==> src/rtl/vreg_wb_arbiter_if.sv <==
// Writeback request, scoreboard and register-file write bundle for the vector writeback arbiter.
// The design takes the slave modport and the requesters/environment take the master modport.
interface vreg_wb_arbiter_if;
  localparam int unsigned AW = 3;
  localparam int unsigned DW = 256;

  logic          alu_valid;
  logic [AW-1:0] alu_wa;
  logic [DW-1:0] alu_wd;
  logic          alu_ready;
  logic          mem_valid;
  logic [AW-1:0] mem_wa;
  logic [DW-1:0] mem_wd;
  logic          mem_ready;
  logic          iss_valid;
  logic [AW-1:0] iss_wa;
  logic [AW-1:0] chk_ra1;
  logic [AW-1:0] chk_ra2;
  logic          hazard;
  logic          rf_we;
  logic [AW-1:0] rf_wa;
  logic [DW-1:0] rf_wd;
  logic          drop_err;

  modport slave (
    input  alu_valid, alu_wa, alu_wd, mem_valid, mem_wa, mem_wd,
           iss_valid, iss_wa, chk_ra1, chk_ra2,
    output alu_ready, mem_ready, hazard, rf_we, rf_wa, rf_wd, drop_err
  );

  modport master (
    output alu_valid, alu_wa, alu_wd, mem_valid, mem_wa, mem_wd,
           iss_valid, iss_wa, chk_ra1, chk_ra2,
    input  alu_ready, mem_ready, hazard, rf_we, rf_wa, rf_wd, drop_err
  );
endinterface

==> src/rtl/vreg_wb_arbiter.sv <==
// Round-robin ALU/load writeback arbiter with a registered write stage and a pending-write
// scoreboard for issue-stage hazard detection. Register 7 is a read-only alternate source.
module vreg_wb_arbiter (
  input  logic            clk,
  input  logic            reset,
  vreg_wb_arbiter_if.slave bus
);
  localparam int unsigned AW    = 3;
  localparam int unsigned DW    = 256;
  localparam int unsigned NREG  = 8;
  localparam logic [AW-1:0] RO_REG = AW'(7);

  // Pointer: 0 favours ALU, 1 favours MEM
  logic            ptr;
  logic [NREG-1:0] pending;
  logic [NREG-1:0] pending_nxt;
  logic            grant_alu;
  logic            grant_mem;
  logic            xfer;
  logic [AW-1:0]   sel_wa;
  logic [DW-1:0]   sel_wd;
  logic            haz1;
  logic            haz2;

  always_comb begin
    grant_alu = 1'b0;
    grant_mem = 1'b0;
    if (!reset) begin
      grant_alu = bus.alu_valid && (!bus.mem_valid || !ptr);
      grant_mem = bus.mem_valid && (!bus.alu_valid ||  ptr);
    end
    xfer   = grant_alu || grant_mem;
    sel_wa = grant_mem ? bus.mem_wa : bus.alu_wa;
    sel_wd = grant_mem ? bus.mem_wd : bus.alu_wd;
  end

  assign bus.alu_ready = grant_alu;
  assign bus.mem_ready = grant_mem;

  // Retiring write clears first so a same-edge issue mark of that register survives
  always_comb begin
    pending_nxt = pending;
    if (bus.rf_we) pending_nxt[bus.rf_wa] = 1'b0;
    if (bus.iss_valid && (bus.iss_wa != RO_REG)) pending_nxt[bus.iss_wa] = 1'b1;
  end

  always_ff @(posedge clk) begin
    if (reset) begin
      ptr          <= 1'b0;
      pending      <= '0;
      bus.rf_we    <= 1'b0;
      bus.drop_err <= 1'b0;
      bus.rf_wa    <= '0;
      bus.rf_wd    <= '0;
    end else begin
      if (xfer) ptr <= grant_alu;
      pending      <= pending_nxt;
      bus.rf_we    <= xfer && (sel_wa != RO_REG);
      bus.drop_err <= xfer && (sel_wa == RO_REG);
      if (xfer && (sel_wa != RO_REG)) begin
        bus.rf_wa <= sel_wa;
        bus.rf_wd <= sel_wd;
      end
    end
  end

  assign haz1       = (bus.chk_ra1 != RO_REG) && pending[bus.chk_ra1];
  assign haz2       = (bus.chk_ra2 != RO_REG) && pending[bus.chk_ra2];
  assign bus.hazard = haz1 || haz2;
endmodule

==> src/flat_wrapper.sv <==
// flat-port wrapper written by rule: the top's interface ports become plain ports
module vreg_wb_arbiter_flat 
  (clk, reset, bus_alu_valid, bus_alu_wa, bus_alu_wd, bus_mem_valid, bus_mem_wa, bus_mem_wd, bus_iss_valid, bus_iss_wa, bus_chk_ra1, bus_chk_ra2, bus_alu_ready, bus_mem_ready, bus_hazard, bus_rf_we, bus_rf_wa, bus_rf_wd, bus_drop_err);
  vreg_wb_arbiter_if bus_i ();
  input  logic clk;
  input  logic reset;
  input wire logic [$bits(bus_i.alu_valid)-1:0] bus_alu_valid;
  input wire logic [$bits(bus_i.alu_wa)-1:0] bus_alu_wa;
  input wire logic [$bits(bus_i.alu_wd)-1:0] bus_alu_wd;
  input wire logic [$bits(bus_i.mem_valid)-1:0] bus_mem_valid;
  input wire logic [$bits(bus_i.mem_wa)-1:0] bus_mem_wa;
  input wire logic [$bits(bus_i.mem_wd)-1:0] bus_mem_wd;
  input wire logic [$bits(bus_i.iss_valid)-1:0] bus_iss_valid;
  input wire logic [$bits(bus_i.iss_wa)-1:0] bus_iss_wa;
  input wire logic [$bits(bus_i.chk_ra1)-1:0] bus_chk_ra1;
  input wire logic [$bits(bus_i.chk_ra2)-1:0] bus_chk_ra2;
  output wire logic [$bits(bus_i.alu_ready)-1:0] bus_alu_ready;
  output wire logic [$bits(bus_i.mem_ready)-1:0] bus_mem_ready;
  output wire logic [$bits(bus_i.hazard)-1:0] bus_hazard;
  output wire logic [$bits(bus_i.rf_we)-1:0] bus_rf_we;
  output wire logic [$bits(bus_i.rf_wa)-1:0] bus_rf_wa;
  output wire logic [$bits(bus_i.rf_wd)-1:0] bus_rf_wd;
  output wire logic [$bits(bus_i.drop_err)-1:0] bus_drop_err;
  assign bus_i.alu_valid = bus_alu_valid;
  assign bus_i.alu_wa = bus_alu_wa;
  assign bus_i.alu_wd = bus_alu_wd;
  assign bus_i.mem_valid = bus_mem_valid;
  assign bus_i.mem_wa = bus_mem_wa;
  assign bus_i.mem_wd = bus_mem_wd;
  assign bus_i.iss_valid = bus_iss_valid;
  assign bus_i.iss_wa = bus_iss_wa;
  assign bus_i.chk_ra1 = bus_chk_ra1;
  assign bus_i.chk_ra2 = bus_chk_ra2;
  assign bus_alu_ready = bus_i.alu_ready;
  assign bus_mem_ready = bus_i.mem_ready;
  assign bus_hazard = bus_i.hazard;
  assign bus_rf_we = bus_i.rf_we;
  assign bus_rf_wa = bus_i.rf_wa;
  assign bus_rf_wd = bus_i.rf_wd;
  assign bus_drop_err = bus_i.drop_err;
  vreg_wb_arbiter u_core (.clk(clk), .reset(reset), .bus(bus_i));
endmodule
==> config.mk <==
export PLATFORM = sky130hd
export DESIGN_NAME = vreg_wb_arbiter_flat
export DESIGN_NICKNAME = d
export VERILOG_FILES = /design/src/rtl/vreg_wb_arbiter_if.sv /design/src/rtl/vreg_wb_arbiter.sv /design/src/flat_wrapper.sv
export SDC_FILE = /design/constraint.sdc
export NUM_CORES = 1
export LEC_CHECK = 0
export CORE_AREA = 2 2 310 312
export CTS_CLUSTER_SIZE = 28
export DETAILED_ROUTE_END_ITERATION = 7
export DIE_AREA = 0 0 312 314
export GPL_TIMING_DRIVEN = 1
export HOLD_SLACK_MARGIN = 0.02
export PLACE_DENSITY = 0.5
export SETUP_SLACK_MARGIN = 0.15
export SYNTH_ARGS = -nofsm -noshare
export SYNTH_HDL_FRONTEND = slang
export SYNTH_SLANG_ARGS = --single-unit
==> constraint.sdc <==
create_clock -name clk -period 2.4 [get_ports clk]
set_input_delay 0.48 -clock clk [delete_from_list [all_inputs] [get_ports clk]]
set_output_delay 0.48 -clock clk [all_outputs]
set_load 0.01 [all_outputs]
==> run summary, run 1 <==
Peak VDD IR: 0.350 mV
final WL: 76.2 mm
CTS tree: yes
R2R Setup Slk: 400 ps
fin. max-slew vios: 0
largest family of logic cells by synthesized area: multiplexers
CTS sink count: 269
final hold violation count: 0
die area: 98000 um2
Worst path top cell family by delay: buffers and inverters
CP max stage cell: clkdlybuf4s50_1
stages on the worst setup path: 7
iteration-0 DRC count of the detailed router: 891
Chip Height: 314 um
layout net count: 3105
RePlAce Congestion: 0.822
Final Setup Violations: 0
CTS Hold Buffers Added: 0
core area: 94400 um2
IO Pins: 796
crit path time final: 2180 ps
root buffer cell: clkbuf_16
Synth Area in XOR/XNOR: 0
remaining global-route overflow: 0
Critical Path Start Type: primary input
Port Buffers: 795
H-tree Lvls: 2
CP required: 1920 ps
YS warnings: 0
clock skew: 14.3 ps
post-synthesis cell count: 1826
Die W: 312 um
synthesized area: 15800 um2
Max-Cap Viols: 0
RR Endpoint: u_core.bus.rf_wd[160]
most frequent cells in the layout: clkdlybuf4s50_1, a21oi_1, dfxtp_1
Pwr Density: 537 nW/um2
Starting Density: 0.168
RSZ-0062 raised after global routing: false
clk_lat worst skew: 540 ps
Post-CTS Setup Repair Bufs: 0
WHS Path Cells: 3
DR DRC count: 0
total CTS buffers: 38
syn_nets: 2358
Synth Area in Compound Gates: 0.171
Post-DP HPWL: 57.3 mm
vias post-DR: 16334
critical path class: in2out
most common cell after layout, fill and taps aside: clkdlybuf4s50_1
Leak: 10.2 nW
hold_sp: bus_mem_valid
post-synthesis sequential area ratio: 0.340
Final Power: 14.4 mW
Yosys reg bits: 269
fmax: 459 MHz
Tot GR Track Use: 0.146
HP Class: in2reg
Max FO, Critical Path: 3
area added between synthesis and finish: 69.5%
R2R cell count: 6
status: finished, final reports clean
max incr delay on CP: 460 ps
Slew HR: 0.418
clock buffer depth: 3
DR pass1 iterations: 5
Post-Synth Adder-Cell Area: 0
share of layout cells above drive strength 1: 0.171
vias in the first global route: 16409
Routed Antenna Nets: 0
Yosys cell types: 25
initial antenna violation count: 4
WL/cell: 19.7 um
period utilization: 0.908
CP Data Arrival Time: 1700 ps
Placement Rows: 113
first-pass GRT wire length: 109 mm
crit path from: bus_alu_valid
Final TNS setup: 0 ps
CP Buf/Inv Count: 4
multiplexer area fraction after synthesis: 0.235
Slew @ Worst Pin: 872 ps
clock-pin slew on the worst setup and hold paths: 60 ps
worst-path cell chain: clkdlybuf4s50_1, buf_4, nand2b_4, buf_4, nand2_1, nor2_2, buf_2
Syn Area/Cell: 8.67 um2
hold path endpoint: u_core.bus.drop_err
Worst Setup End Kind: output port
CP most frequent cell: buf_4
worst r2r src: u_core.ptr
post-synthesis simple-gate area fraction: 0.194
via/cell ratio: 4.23
largest net degree at the start of global routing: 134
registers in the layout, indices dropped and copies added, names as in the netlist:
register	cells
u_core.bus.rf_we	1
u_core.bus.drop_err	1
u_core.bus.rf_wd	256
u_core.ptr	1
u_core.pending	7
u_core.bus.rf_wa	3
worst reg2reg max path, stage by stage (launching register included):
cell and delay, ps:
dfxtp_2 380, nand2b_4 150, a31oi_1 100, or4_4 470, buf_12 190, buf_12 260
mux2_4 310
kinds of logic after synthesis:
kind of cell	count (synthesis)
muxes	262
DFF	269
buffers and inverters	207
AOI/OAI and AO/OA	538
and+or+nand+nor	550
per-stage QoR:
stage / utilization / hold WS [ps] / instance area [um2] / setup slack [ps] / std cells
after global routing: 0.284 / 342 / 26800 / 151 / 3864
after floorplan: - / 455 / 15800 / 264 / 1826
after detailed placement: 0.272 / 486 / 25700 / -295 / 3798
after CTS: 0.284 / 287 / 26800 / 152 / 3864
after global placement: 0.272 / 491 / 25700 / -360 / 3798
final: 0.284 / 341 / 26800 / 221 / 3865
cells in the mapped netlist:
cell | count | area share
nand3_1 | 264 | 0.083
nand2b_1 | 3 | 0.0012
nor4_1 | 1 | 0.00040
buf_1 | 6 | 0.0014
or4_1 | 1 | 0.00047
nor2b_1 | 262 | 0.10
inv_1 | 3 | 0.00071
mux2_4 | 198 | 0.19
dfxtp_1 | 269 | 0.34
o221ai_1 | 3 | 0.0017
mux2i_1 | 2 | 0.0013
mux4_2 | 2 | 0.0028
a21oi_1 | 267 | 0.084
o21ai_0 | 265 | 0.084
nor3_1 | 1 | 0.00032
mux2_2 | 60 | 0.043
nor2_1 | 6 | 0.0014
clkbuf_1 | 165 | 0.039
buf_4 | 1 | 0.00047
a31oi_1 | 1 | 0.00040
clkinv_1 | 1 | 0.00024
nand2_1 | 12 | 0.0028
o31ai_1 | 2 | 0.00095
buf_2 | 9 | 0.0028
buf_6 | 22 | 0.016
how the worst max path moves through the flow:
stage	endpoint	slack (ps)
global placement	bus_hazard	-360
detailed placement	bus_hazard	-290
finish	bus_mem_ready	220
floorplan	bus_alu_ready	260
global route	bus_mem_ready	150
CTS	bus_alu_ready	150
routing by layer:
metal  vias to the layer above  routed length [um]  global-route usage
li1                       7918                   -                   -
met1                      7661               32900               0.181
met2                       634               34800               0.238
met3                       117                5630              0.0420
met4                         4                2840              0.0552
met5                         -                  23                   0
report_power, final:
part,internal [mW],leakage (nW),switching [mW],total (mW)
Combinational,2.26,7.44,1.69,3.95
Sequential,4.79,2.21,0.172,4.96
Clock,3.27,0.589,2.23,5.50
final cells by class:
| class | instances | area, um2 |
|---|---|---|
| clock inverter | 12 | 95.1 |
| antenna | 1 | 2.50 |
| inverter | 4 | 22.5 |
| tap | 1265 | 1580 |
| sequential | 269 | 5390 |
| fill | 10166 | 67600 |
| clock buffer | 54 | 1090 |
| timing repair buffer | 910 | 9140 |
| multi-input combinational | 1350 | 9510 |
repair_timing:
item | 4_1_cts | 5_1_grt
setup endpoints to repair | 4 | 3
resized for setup | 18 | 3
pin swaps | 1 | 1
Note: power is estimated with default switching activity, not from simulation.
==> run 2, diff against run 1 <==
Settings changed: ABC_AREA from default to 0, CAP_MARGIN from default to 20.
==> results of run 2 <==
Final layout, timing and power as in run 1 (identical DEF).
==> run 3, diff against run 2 <==
Settings changed: CORE_AREA 2 2 310 312 to 10 10 300 302, DIE_AREA 0 0 312 314 to 0 0 310 312, PLACE_DENSITY 0.5 to 0.54.
==> run summary, run 3 (synthesized netlist as in run 1, its figures left out) <==
fin. max-slew vios: 0
DR DRC count: 0
CP max stage cell: clkdlybuf4s50_1
fin util: 0.317
Multi-input gate area: 9520 um2
Die W: 310 um
WL/cell: 21.1 um
area added between synthesis and finish: 68.9%
period utilization: 0.896
worst-path cell chain: clkdlybuf4s50_1, nor2b_4, buf_4, buf_12, buf_12, o21ai_0, a21oi_1, buf_4, mux2_4
via/cell ratio: 4.40
root buffer cell: clkbuf_16
Slew @ Worst Pin: 904 ps
iteration-0 DRC count of the detailed router: 1104
H-tree Lvls: 2
status: finished, final reports clean
total CTS buffers: 35
clk_lat worst skew: 530 ps
Critical Path Start Type: primary input
CP Data Arrival Time: 2620 ps
clock buffer depth: 3
final WL: 78.0 mm
Port Buffers: 795
clock-pin slew on the worst setup and hold paths: 50 ps
Max-Cap Viols: 0
Routed Antenna Nets: 0
die area: 96700 um2
Biggest register: u_core.bus.rf_wd
CTS tree: yes
critical path class: in2reg
most frequent cells in the layout: clkdlybuf4s50_1, a21oi_1, dfxtp_1
max FFs per register: 256
Worst path top cell family by delay: buffers and inverters
fmax: 465 MHz
pre-CTS WS: -299 ps
RSZ-0062 raised after global routing: false
first-pass GRT wire length: 111 mm
CTS Hold Buffers Added: 0
share of layout cells above drive strength 1: 0.171
final hold violation count: 0
Placement Rows: 107
crit path time final: 2150 ps
most common cell after layout, fill and taps aside: clkdlybuf4s50_1
Peak VDD IR: 0.287 mV
remaining global-route overflow: 0
Max FO, Critical Path: 49
Register Area: 5390 um2
Worst Setup End Kind: register
CTS sink count: 269
Slew HR: 0.398
Tot GR Track Use: 0.150
Pwr Density: 546 nW/um2
biggest regs: u_core.bus.rf_wd (256), u_core.pending (7), u_core.bus.rf_wa (3)
Chip Height: 312 um
vias post-DR: 16235
Starting Density: 0.188
max incr delay on CP: 500 ps
Post-CTS Setup Repair Bufs: 0
layout net count: 3102
Final Setup Violations: 0
CP required: 2870 ps
fill cell count: 8846
vias in the first global route: 16545
DR pass1 iterations: 6
Setup WS post-layout: 249 ps
HP Class: in2reg
initial antenna violation count: 7
core area: 84300 um2
Post-DP HPWL: 59.8 mm
RePlAce Congestion: 0.815
largest net degree at the start of global routing: 187
CP Buf/Inv Count: 5
IO Pins: 796
Leak: 10.3 nW
clock skew: 11.8 ps
-- run 3: where the power goes --
part           internal, mW  switching, mW
Sequential             4.78          0.165
Clock                  3.58           2.09
Combinational          2.28           1.69
Total                  10.6           3.95
-- run 3: worst reg2reg max path, stage by stage, from the launching register on --
cell	delay, ps
dfxtp_2	340
nor2b_4	130
buf_4	160
buf_12	210
buf_12	300
o21ai_0	100
a21oi_1	380
buf_4	190
mux2_4	120
-- run 3: layout make-up --
cell class,count,share of cell area
Tap cell,1090,0.0510
Timing Repair Buffer,910,0.344
Clock inverter,11,0.00683
Clock buffer,50,0.0394
Inverter,4,0.000749
Antenna cell,6,0.000562
Sequential cell,269,0.202
Multi-Input combinational cell,1350,0.356
-- run 3: per-layer routing --
metal,wire (um),track usage,vias up,share of wire
met5,28,0,-,0.00036
met4,1810,0.0425,4,0.023
met3,6980,0.0518,79,0.090
met2,37800,0.262,578,0.48
met1,31400,0.169,7672,0.40
li1,-,-,7902,-
-- run 3: repair_timing --
| item | CTS | global route |
|---|---|---|
| resized for setup | 11 | 8 |
| setup endpoints to repair | 3 | 2 |
| pin swaps | 1 | 2 |
| gates cloned | 0 | 0 |
-- run 3: final timing paths --
kind | startpoint | to | slack [ps] | cells after the start
max | bus_alu_valid | u_core.bus.rf_wd[78] | 250 | 9
min | bus_mem_valid | u_core.bus.drop_err | 360 | 3
max reg2reg | u_core.ptr | u_core.bus.rf_wd[78] | 410 | 8
min reg2reg | u_core.pending[5] | u_core.pending[5] | 500 | 2
-- run 3: through the flow --
step,TNS [ps],std cells,hold WS [ps],total power [mW],instance area [um2]
finish,0,3690,357,14.6,26700
global route,0,3688,359,15.3,26700
CTS,0,3684,318,14.9,26700
detailed placement,-47840,3623,486,9.04,25500
global placement,-45200,3623,478,9.04,25500
floorplan,0,1826,455,6.75,15800
